`config.mk`:
```
export PLATFORM = sky130hd
export DESIGN_NAME = packet_encoder
export DESIGN_NICKNAME = d
export VERILOG_FILES = /design/src/rtl/packet_encoder.sv
export SDC_FILE = /design/constraint.sdc
export NUM_CORES = 1
export LEC_CHECK = 0
export ABC_AREA = 0
export CORE_ASPECT_RATIO = 0.8
export CORE_MARGIN = 2
export CORE_UTILIZATION = 32
export DETAILED_ROUTE_END_ITERATION = 8
export PLACE_DENSITY = 0.48
export SLEW_MARGIN = 30
export SYNTH_ARGS = -nofsm -noshare
export SYNTH_HDL_FRONTEND = slang
export SYNTH_SLANG_ARGS = --single-unit
```
`constraint.sdc`:
```
create_clock -name clk -period 5 [get_ports clk]
set_input_delay 0.5 -clock clk [delete_from_list [all_inputs] [get_ports clk]]
set_output_delay 0.5 -clock clk [all_outputs]
set_load 0.03 [all_outputs]
```
`src/rtl/packet_encoder.sv`:
```
// Transmit-side framer: snapshots btn/x/y on a send request and feeds the frame
// AA AA 07 03 btn x y sum to uart_tx one byte per tx_start, with a per-byte tx_done timeout.
module packet_encoder #(
    parameter logic [7:0] HEAD0   = 8'hAA,
    parameter logic [7:0] HEAD1   = 8'hAA,
    parameter logic [7:0] LEN     = 8'h07,
    parameter logic [7:0] CMD     = 8'h03,
    parameter int         TIMEOUT = 1000000
) (
    input  logic       clk,
    input  logic       rst_n,
    input  logic       send,
    input  logic [7:0] btn_in,
    input  logic [7:0] x_in,
    input  logic [7:0] y_in,
    input  logic       tx_done,
    output logic [7:0] tx_data,
    output logic       tx_start,
    output logic       busy,
    output logic       done,
    output logic       err
);

    localparam int TW = $clog2(TIMEOUT);
    localparam logic [TW-1:0] TLAST = TW'(TIMEOUT - 1);

    typedef enum logic [2:0] {
        S_IDLE  = 3'd0,
        S_LOAD  = 3'd1,
        S_SEND  = 3'd2,
        S_WAIT  = 3'd3,
        S_DONE  = 3'd4,
        S_ABORT = 3'd5
    } state_t;

    state_t        state_q, state_d;
    logic [2:0]    idx_q, idx_d;
    logic [7:0]    sum_q, sum_d;
    logic [TW-1:0] timer_q, timer_d;
    logic [7:0]    tx_data_q, tx_data_d;
    logic [1:0]    hist_q, hist_d;
    logic [7:0]    btn_q, x_q, y_q;
    logic          accept;
    logic          dflag;

    function automatic logic [7:0] csum_add(input logic [7:0] a, input logic [7:0] b);
        return a + b;
    endfunction

    function automatic logic [7:0] frame_byte(input logic [2:0] i, input logic [7:0] b,
                                              input logic [7:0] x, input logic [7:0] y,
                                              input logic [7:0] s);
        logic [7:0] r;
        case (i)
            3'd0:    r = HEAD0;
            3'd1:    r = HEAD1;
            3'd2:    r = LEN;
            3'd3:    r = CMD;
            3'd4:    r = b;
            3'd5:    r = x;
            3'd6:    r = y;
            default: r = s;
        endcase
        return r;
    endfunction

    // {prev,cur} of tx_done; only a 0->1 transition counts, so a held level cannot re-trigger
    assign hist_d = {hist_q[0], tx_done};
    assign dflag  = (hist_q == 2'b01);

    always_ff @(posedge clk or negedge rst_n) begin
        if (!rst_n) begin
            state_q   <= S_IDLE;
            idx_q     <= '0;
            sum_q     <= '0;
            timer_q   <= '0;
            tx_data_q <= '0;
            hist_q    <= '0;
        end else begin
            state_q   <= state_d;
            idx_q     <= idx_d;
            sum_q     <= sum_d;
            timer_q   <= timer_d;
            tx_data_q <= tx_data_d;
            hist_q    <= hist_d;
        end
    end

    // Payload snapshot; only meaningful after an accepted send, so no reset needed
    always_ff @(posedge clk) begin
        if (accept) begin
            btn_q <= btn_in;
            x_q   <= x_in;
            y_q   <= y_in;
        end
    end

    always_comb begin
        state_d   = state_q;
        idx_d     = idx_q;
        sum_d     = sum_q;
        timer_d   = timer_q;
        tx_data_d = tx_data_q;
        accept    = 1'b0;
        case (state_q)
            S_IDLE: begin
                if (send) begin
                    accept  = 1'b1;
                    idx_d   = '0;
                    sum_d   = '0;
                    state_d = S_LOAD;
                end
            end
            S_LOAD: begin
                tx_data_d = frame_byte(idx_q, btn_q, x_q, y_q, sum_q);
                state_d   = S_SEND;
            end
            S_SEND: begin
                if (idx_q != 3'd7) begin
                    sum_d = csum_add(sum_q, tx_data_q);
                end
                timer_d = '0;
                state_d = S_WAIT;
            end
            S_WAIT: begin
                timer_d = timer_q + TW'(1);
                // A completion in the last timeout cycle still counts
                if (dflag) begin
                    if (idx_q == 3'd7) begin
                        state_d = S_DONE;
                    end else begin
                        idx_d   = idx_q + 3'd1;
                        state_d = S_LOAD;
                    end
                end else if (timer_q == TLAST) begin
                    state_d = S_ABORT;
                end
            end
            S_DONE:  state_d = S_IDLE;
            S_ABORT: state_d = S_IDLE;
            default: state_d = S_IDLE;
        endcase
    end

    always_comb begin
        tx_start = (state_q == S_SEND);
        busy     = (state_q != S_IDLE);
        done     = (state_q == S_DONE);
        err      = (state_q == S_ABORT);
        tx_data  = tx_data_q;
    end

    // Handshake invariants relied on by uart_tx and the game logic
    a_done_err_excl : assert property (@(posedge clk) disable iff (!rst_n) !(done && err));
    a_start_no_end  : assert property (@(posedge clk) disable iff (!rst_n) !(tx_start && (done || err)));
    a_data_stable   : assert property (@(posedge clk) disable iff (!rst_n)
                                       tx_start |=> $stable(tx_data));

endmodule

```
* Yosys cells after proc, flatten, opt, wreduce, memory -nomap -nowiden
Index checks and enable logic that the tools add are counted.
** Storage, ports and cells
- Bits in registers :: 68
- Bits in latches :: 0
- Bits in writable memories :: 0
- Bits in read-only memories :: 0
- Bits of input ports :: 28
- Logic and storage cells :: 58
- Memories :: 0
** Operators by class
- Add/sub/neg operators :: 3
- $mul :: 0
- Div/mod/pow operators :: 0
- Order comparisons :: 0
- Eq/ne operators :: 20
- Shift-type cells :: 0
- Multiplexer cells :: 16
- Bitwise logic cells :: 0
- Reduce and logical (&&, ||, !) cells :: 10
** Operator list (count)
- 8-bit case mux with 6 select lines :: 1
- 20-bit case mux with 2 select lines :: 1
- 3-bit two-way mux :: 7
- 20-bit by 1-bit adder with 20-bit output, second input constant :: 1
- 20-bit equality test, second input constant :: 1
- 3-bit equality test, second input constant :: 6
- 8-bit two-way mux :: 2
- 8-bit case mux with 2 select lines :: 1
- 3-bit by 2-bit equality test with 1-bit output, second input constant :: 4
- 3-bit case mux with 4 select lines :: 1
- 8-bit adder :: 1
- 3-bit by 1-bit equality test with 1-bit output, second input constant :: 2
- 3-bit zero test :: 2
- 2-bit inequality test, second input constant :: 3
- 3-bit inequality test, second input constant :: 2
- 3-bit case mux with 2 select lines :: 1
- 2-bit nonzero test :: 3
- 4-bit AND reduction :: 1
- 3-bit by 1-bit adder with 3-bit output, second input constant :: 1
- 3-bit AND reduction :: 1
- 3-bit nonzero test :: 1
- 2-bit by 1-bit equality test with 1-bit output, second input constant :: 1
- 1-bit two-way mux :: 2
- 2-bit by 1-bit inequality test with 1-bit output, second input constant :: 1
- other kinds (2) :: 2

* Logic depth before layout (Yosys ltp)
Gate-level depths: netlist of the first run.
- Depth in word-level cells :: 4
- Gate-level depth with buffers :: 8

* Worst setup path before layout of the first run
Ideal clock, no wire load.
- Path kind :: register to register
- Start point :: reg idx_q[0]
- End point :: reg sum_q[7]
- Library setup time :: 0.079 ns
- Data arrival time :: 1.997 ns
- Required time :: 4.921 ns
- Setup slack :: 2.924 ns
- Cell stages (with the launch flop) :: 9
- Buffers on the path :: 1
- Clock period less this slack :: 2.076 ns
- Path through :: dfrtp_1 -> ha_1 -> ha_1 -> or4b_1 -> clkbuf_1 -> nor3b_1 -> nand4_1 -> o311ai_1 -> mux2i_1
** On the way
- Cells in the longest elaborated chain, start to end :: 3
** Ends and longest elaborated chain
- from (decl) :: RTL line 37 : logic [2:0] idx_q, idx_d;
- from (signal assigned) :: RTL line 81 : idx_q <= idx_d;
- 3-bit inequality test :: RTL line 119 : if (idx_q != 3'd7) begin
- 2-bit by 1-bit inequality test with 1-bit output (no line)
- 3-bit AND reduction (no line)
- to (signal assigned) :: RTL line 82 : sum_q <= sum_d;
- to (decl) :: RTL line 38 : logic [7:0] sum_q, sum_d;
No other way between the ends.
A chain may end at the register's enable or synchronous reset.

* Worst setup path in the final report of the first run
- Start point :: reg state_q[2]
- End point :: out tx_start
** On the way
- Cells in the longest elaborated chain, start to end :: 1
** Ends and longest elaborated chain
- from (decl) :: RTL line 36 : state_t state_q, state_d;
- from (signal assigned) :: RTL line 80 : state_q <= state_d;
- 3-bit by 2-bit equality test with 1-bit output :: RTL line 146 : tx_start = (state_q == S_SEND);
- to (decl) :: RTL line 18 : output logic tx_start,
No other way between the ends.

==> results of run 1 <==
logic make-up after synthesis:
family          share of synthesized area [%]
buf+inv                                 2.440
mux                                     2.218
fa+ha+maj                               5.767
compound gates                          14.09
flops                                   53.83
simple gates                            18.30
xor+xnor                                3.364
layout by cell type (no fill, tap or decap), types with 5 or more instances in the layout:
cell type        count
a21oi_1             24
a22o_1               6
a22oi_1              5
a31oi_1              8
clkbuf_16            9
clkdlybuf4s50_1     38
dfrtp_1             44
edfxtp_1            24
ha_1                14
inv_1               10
nand2_1             23
nand2b_1             5
nand3_1             11
nand4_1              5
nor2_1              36
nor3_1              12
o21ai_0             17
xnor2_1              7
xor2_1               6
power groups by stage:
stage | registers (uW) | logic (uW) | clock network [uW]
2_1_floorplan | 830 | 617 | 0
3_3_place_gp | 835 | 886 | 0
3_5_place_dp | 838 | 889 | 0
4_1_cts | 828 | 893 | 737
5_1_grt | 848 | 992 | 761
6_report | 829 | 883 | 715
flip-flops by register name, summed over array words and instances, names as in the netlist:
name	count
timer_q	20
btn_q	8
sum_q	8
tx_data	8
x_q	8
y_q	8
idx_q	3
state_q	3
hist_q	2
cells in the mapped netlist (2+ instances only):
cell type / n / area share, %
ha_1: 14 / 5.2
or4b_1: 2 / 0.59
o21ai_0: 17 / 2.5
nand4_1: 5 / 0.92
nor3_1: 12 / 1.8
xor2_1: 6 / 1.6
edfxtp_1: 24 / 21
nand3_1: 11 / 1.6
a21o_1: 4 / 0.89
nor3b_1: 3 / 0.67
nor2b_1: 4 / 0.74
a21oi_1: 24 / 3.5
or4_1: 3 / 0.67
a22oi_1: 5 / 1.1
a211oi_1: 2 / 0.44
and4_1: 2 / 0.52
nand2b_1: 5 / 0.92
inv_1: 10 / 1.1
dfrtp_1: 44 / 33
nand2_1: 23 / 2.6
and3_1: 3 / 0.55
xnor2_1: 7 / 1.8
a31oi_1: 8 / 1.5
clkbuf_1: 12 / 1.3
a222oi_1: 2 / 0.59
a22o_1: 6 / 1.6
mux2i_1: 3 / 0.89
or3_1: 4 / 0.74
nor2_1: 36 / 4.0
mux2_2: 4 / 1.3
and2_1: 2 / 0.37
worst max-delay path, stage by stage, from the launching register on:
cell,delay (ns)
dfrtp_1,0.47
nand2b_1,0.38
nor2_1,0.17
buf_4,0.22
clkdlybuf4s50_1,0.69
final timing paths:
path | startpoint | to | slack, ns | cells after the start
worst min register to register | hist_q[0] | hist_q[1] | 0.39 | 0
worst max-delay path | state_q[2] | tx_start | 2.24 | 4
min in group clk | hist_q[0] | hist_q[1] | 0.39 | 0
max in group asynchronous | rst_n | tx_data[6] | 4.34 | 2
worst max register to register | idx_q[0] | sum_q[7] | 2.74 | 7
worst min-delay path | rst_n | idx_q[1] | 0.27 | 2
stage by stage:
step / util [%] / power (uW) / setup WS, ns / hold slack, ns / instances
6_report: 41.54 / 2426 / 2.243 / 0.2650 / 510
5_1_grt: 41.54 / 2601 / 2.066 / 0.3235 / 510
4_1_cts: 41.54 / 2458 / 2.220 / 0.2882 / 510
2_1_floorplan: - / 1447 / 2.924 / 0.2044 / 323
3_5_place_dp: 38.23 / 1727 / 2.570 / 0.3804 / 494
3_3_place_gp: 38.23 / 1721 / 2.595 / 0.3645 / 494
area by class of cell:
| cell class | count | area, sq um | area share [%] |
|---|---|---|---|
| inverter | 10 | 37.54 | 0.8790 |
| multi-input combinational | 233 | 1480 | 34.66 |
| tap | 140 | 175.2 | 4.102 |
| clock inverter | 7 | 115.1 | 2.696 |
| timing repair buffer | 43 | 415.4 | 9.727 |
| clock buffer | 9 | 225.2 | 5.274 |
| sequential | 68 | 1822 | 42.66 |
routing by layer:
| layer | share of wire, % | wire length [um] | up-vias | global-route usage, % |
|---|---|---|---|---|
| li1 | - | - | 1271 | - |
| met4 | 0.86 | 66 | 0 | 3.869 |
| met2 | 43 | 3269 | 47 | 21.17 |
| met3 | 3.5 | 270 | 5 | 3.791 |
| met1 | 53 | 4046 | 1175 | 20.94 |
| met5 | 0 | 0 | - | 0 |
==> out/metrics.csv, run 1 <==
stage,metric,value,unit
layout,layout cells sized above 1,7.838,%
die,I/O pins,40,
route,DRT Pass-1 Iters,4,
critical_path,Worst Setup Path Type,reg -> out,
min_path,Hold WC Path Type,in -> async,
synth,synth unique cells,47,
synth,"Avg Cell Area, Syn",10.48,sq um
route,First DRT Iteration DRCs,152,
cts,CTS root buf,clkbuf_16,
timing,setup tns final,0,ns
grt,pin count of the biggest net entering global routing,45,
timing,RSZ-0062 raised after global routing,no,
layout,number of diodes,0,
cts,hold_buf cts,0,
die,FP Rows,33,
route,DRT antenna net count,0,
die,die area,11420,sq um
power_and_ir_drop,P_int,1560,uW
power_and_ir_drop,switching power,865.9,uW
critical_path,CP Launch Type,register,
grt,total congestion overflow,0,
power_and_ir_drop,switching share of power,35.69,%
power_and_ir_drop,leak pwr,0.001683,uW
timing,Final min period,2.757,ns
critical_path,crit end category,output port,
layout,final net count,408,
power_and_ir_drop,pwr dens,568.1,nW/um^2
timing,final setup skew,0.005681,ns
route,# DRC,0,
cts,post-CTS setup buffer count,0,
cts,"CTS clk-pin slew, worst paths",0.05,ns
timing,Tightest Pin Transition,0.9105,ns
synth,"Seq/Total Area, Yosys",53.83,%
placement,Final GP Congestion,0.7800,
timing,Final Max Tran Viols,0,
synth,Syn Inst Count,323,
synth,Synth Register Bits,68,
critical_path,Worst Path Max Fanout,14,
grt,vias in the first global route,2438,
layout,synth-to-layout area growth,26.17,%
timing,final worst-path cycle share,55.15,%
placement,HPWL after detailed placement,5.492,mm
layout,final instance area,4270,sq um
synth,area of the mapped netlist,3384,sq um
power_and_ir_drop,clock share of power,29.5,%
cts,CTS resizes,0,
synth,Synth Warn #,0,
critical_path,Crit path required time,4.50,ns
cts,clock tree buffer depth,2,
placement,# port buffers,39,
layout,Filler Cell Count,1014,
timing,fmax,362.7,MHz
flow_run,Max Cap Viol,0,
power_and_ir_drop,Seq pwr share,34.2,%
synth,main flop type after synthesis,dfrtp_1,
die,die width,119.0,um
synth,Syn Nets,366,
power_and_ir_drop,Max IR drop VDD,0.1984,mV
route,drt via density,4.898,
power_and_ir_drop,Comb pwr share,36.4,%
cts,CTS tree,done,
timing,slew margin rel.,39.23,%
grt,global-route wire length before repair,12.70,mm
placement,area post-placement,3930,sq um
synth,"EDFF count, synth",24,
cts,Sinks on Clock Net,68,
die,core area,10280,sq um
grt,Tot GR Track Use,14.39,%
synth,Synth async-reset ratio,64.71,%
timing,setup violators final,0,
route,wire length per cell,15.00,um
die,initial core utilization,32.92,%
timing,Final Hold Fails,0,
grt,initial antenna violation count,0,
cts,clock buffer count from CTS,9,
die,chip height,95.99,um
run_status,status,finished clean,
critical_path,"Arr. time, crit path",2.26,ns
route,vias post-DR,2498,
route,routed wire length,7.652,mm
cts,Clock Latency Late Sink,0.32,ns
cts,H-tree Lvls,3,
(Power assumes the default switching activity.)
==> run 2, diff against run 1 <==
==> constraint.sdc (replaced) <==
create_clock -name clk -period 2.9 [get_ports clk]
set_input_delay 0.29 -clock clk [delete_from_list [all_inputs] [get_ports clk]]
set_output_delay 0.29 -clock clk [all_outputs]
set_load 0.03 [all_outputs]
==> out/metrics.csv, run 2 (synthesis gave the netlist of run 1 again) <==
stage,metric,value,unit
cts,clock tree buffer depth,2,
grt,vias in the first global route,2528,
grt,total congestion overflow,0,
power_and_ir_drop,Max IR drop VDD,0.3484,mV
layout,"commonest non-fill, non-tap cell in the layout",dfrtp_1,
layout,number of diodes,0,
route,DRT Pass-1 Iters,4,
timing,Final min period,2.501,ns
critical_path,capturing point of the worst reg2reg path,sum_q[7],
die,chip height,95.99,um
placement,HPWL after detailed placement,5.502,mm
die,initial core utilization,32.92,%
grt,pin count of the biggest net entering global routing,33,
critical_path,crit-path cells,nand2b_1 > nor2_1 > clkdlybuf4s50_1,
run_status,status,finished clean,
critical_path,Worst Path Max Fanout,13,
route,First DRT Iteration DRCs,164,
timing,Final Max Tran Viols,0,
critical_path,WP depth,3,
cts,post-CTS setup buffer count,0,
grt,initial antenna violation count,0,
timing,Final Hold Fails,0,
layout,final net count,410,
critical_path,CP max-delay cell,clkdlybuf4s50_1,
timing,setup tns final,0,ns
layout,Biggest register,timer_q,
timing,final setup skew,0.002825,ns
critical_path,"Arr. time, crit path",2.21,ns
critical_path,Buffers & Inverters on Critical Path,1,
die,die area,11420,sq um
die,core area,10280,sq um
route,DRT antenna net count,0,
route,vias post-DR,2536,
cts,CTS root buf,clkbuf_16,
critical_path,Reg2Reg Launch Point,idx_q[0],
timing,RSZ-0062 raised after global routing,no,
cts,CTS tree,done,
cts,hold_buf cts,0,
layout,max reg flops,20,
die,FP Rows,33,
cts,Clock Latency Late Sink,0.33,ns
critical_path,reg2reg setup slack,0.63,ns
critical_path,Max stage delay on crit path,0.71,ns
critical_path,Worst Setup Path Type,reg -> out,
layout,layout cells sized above 1,7.817,%
min_path,Hold WC Path Type,in -> async,
power_and_ir_drop,leak pwr,0.001679,uW
timing,setup violators final,0,
layout,final instance area,4252,sq um
route,drt via density,4.963,
grt,Tot GR Track Use,14.69,%
flow_run,Max Cap Viol,0,
critical_path,crit end category,output port,
placement,# port buffers,39,
timing,Tightest Pin Transition,0.8551,ns
placement,area post-placement,3945,sq um
critical_path,Crit path required time,2.61,ns
timing,fmax,399.9,MHz
timing,slew margin rel.,42.39,%
cts,Sinks on Clock Net,68,
cts,"CTS clk-pin slew, worst paths",0.05,ns
cts,CTS resizes,0,
cts,clock buffer count from CTS,9,
timing,final worst-path cycle share,86.23,%
critical_path,R2R depth,7,
critical_path,"delay-heaviest family, CP",buffers and inverters,
layout,synth-to-layout area growth,25.62,%
placement,Final GP Congestion,0.7790,
route,# DRC,0,
layout,most frequent cells in the layout,"dfrtp_1, clkdlybuf4s50_1, nor2_1, a21oi_1, edfxtp_1",
route,wire length per cell,15.15,um
power_and_ir_drop,pwr dens,966.1,nW/um^2
critical_path,CP Launch Type,register,
cts,H-tree Lvls,3,
route,routed wire length,7.744,mm
die,I/O pins,40,
grt,global-route wire length before repair,12.87,mm
die,die width,119.0,um
[run 2: cell count changes in the layout (fill, tap and decap cells not counted), sizes merged]
| cell | before | now |
|---|---|---|
| clkbuf | 9 | 10 |
| buf | 5 | 7 |
| clkinvlp | 2 | 1 |
| bufinv | 3 | 2 |
[run 2: worst max path at each step]
stage,startpoint,end,slack [ns]
global placement,idx_q[0],sum_q[7],0.72
detailed placement,idx_q[0],sum_q[7],0.60
floorplan,idx_q[0],sum_q[7],0.82
CTS,state_q[2],tx_start,0.40
finish,state_q[2],tx_start,0.40
global route,state_q[2],tx_start,0.29
[run 2: cell type report]
type / count / area [sq um]
Timing Repair Buffer: 45 / 430.4
Fill cell: 994 / 6030
Sequential cell: 68 / 1822
Clock inverter: 5 / 77.57
Inverter: 10 / 37.54
Tap cell: 140 / 175.2
Multi-Input combinational cell: 233 / 1480
Clock buffer: 10 / 229.0
[run 2: power breakdown]
part	total [uW]	internal (uW)	switching, uW
logic	1580	654	927
clock network	1130	744	385
registers	1400	1210	184
total	4110	2610	1500
[run 2: metal layers]
metal / part of all wire (%) / up-vias / GRT usage, %
met2: 43 / 49 / 21.70
met3: 4.0 / 9 / 3.910
met1: 52 / 1208 / 20.94
met5: 0 / - / 0
li1: - / 1270 / -
met4: 1.3 / 0 / 4.861
[run 2: worst reg2reg max path, stage by stage (launching register included)]
cell,delay [ns]
dfrtp_1,0.42
ha_1,0.24
ha_1,0.21
or4b_1,0.62
nor3b_1,0.27
nand4_1,0.12
o311ai_1,0.10
mux2i_1,0.23
[run 2: through the flow]
| stage | std cells | utilization [%] | hold slack [ns] | setup WS [ns] | total power, uW |
|---|---|---|---|---|---|
| 3_5_place_dp | 496 | 38.37 | 0.3697 | 0.6009 | 2996 |
| 2_1_floorplan | 323 | - | -0.005591 | 0.8235 | 2495 |
| 6_report | 511 | 41.35 | 0.03548 | 0.3994 | 4107 |
| 4_1_cts | 511 | 41.35 | 0.07150 | 0.3969 | 4156 |
| 3_3_place_gp | 496 | 38.37 | 0.3642 | 0.7164 | 2988 |
| 5_1_grt | 511 | 41.35 | 0.09763 | 0.2858 | 4408 |
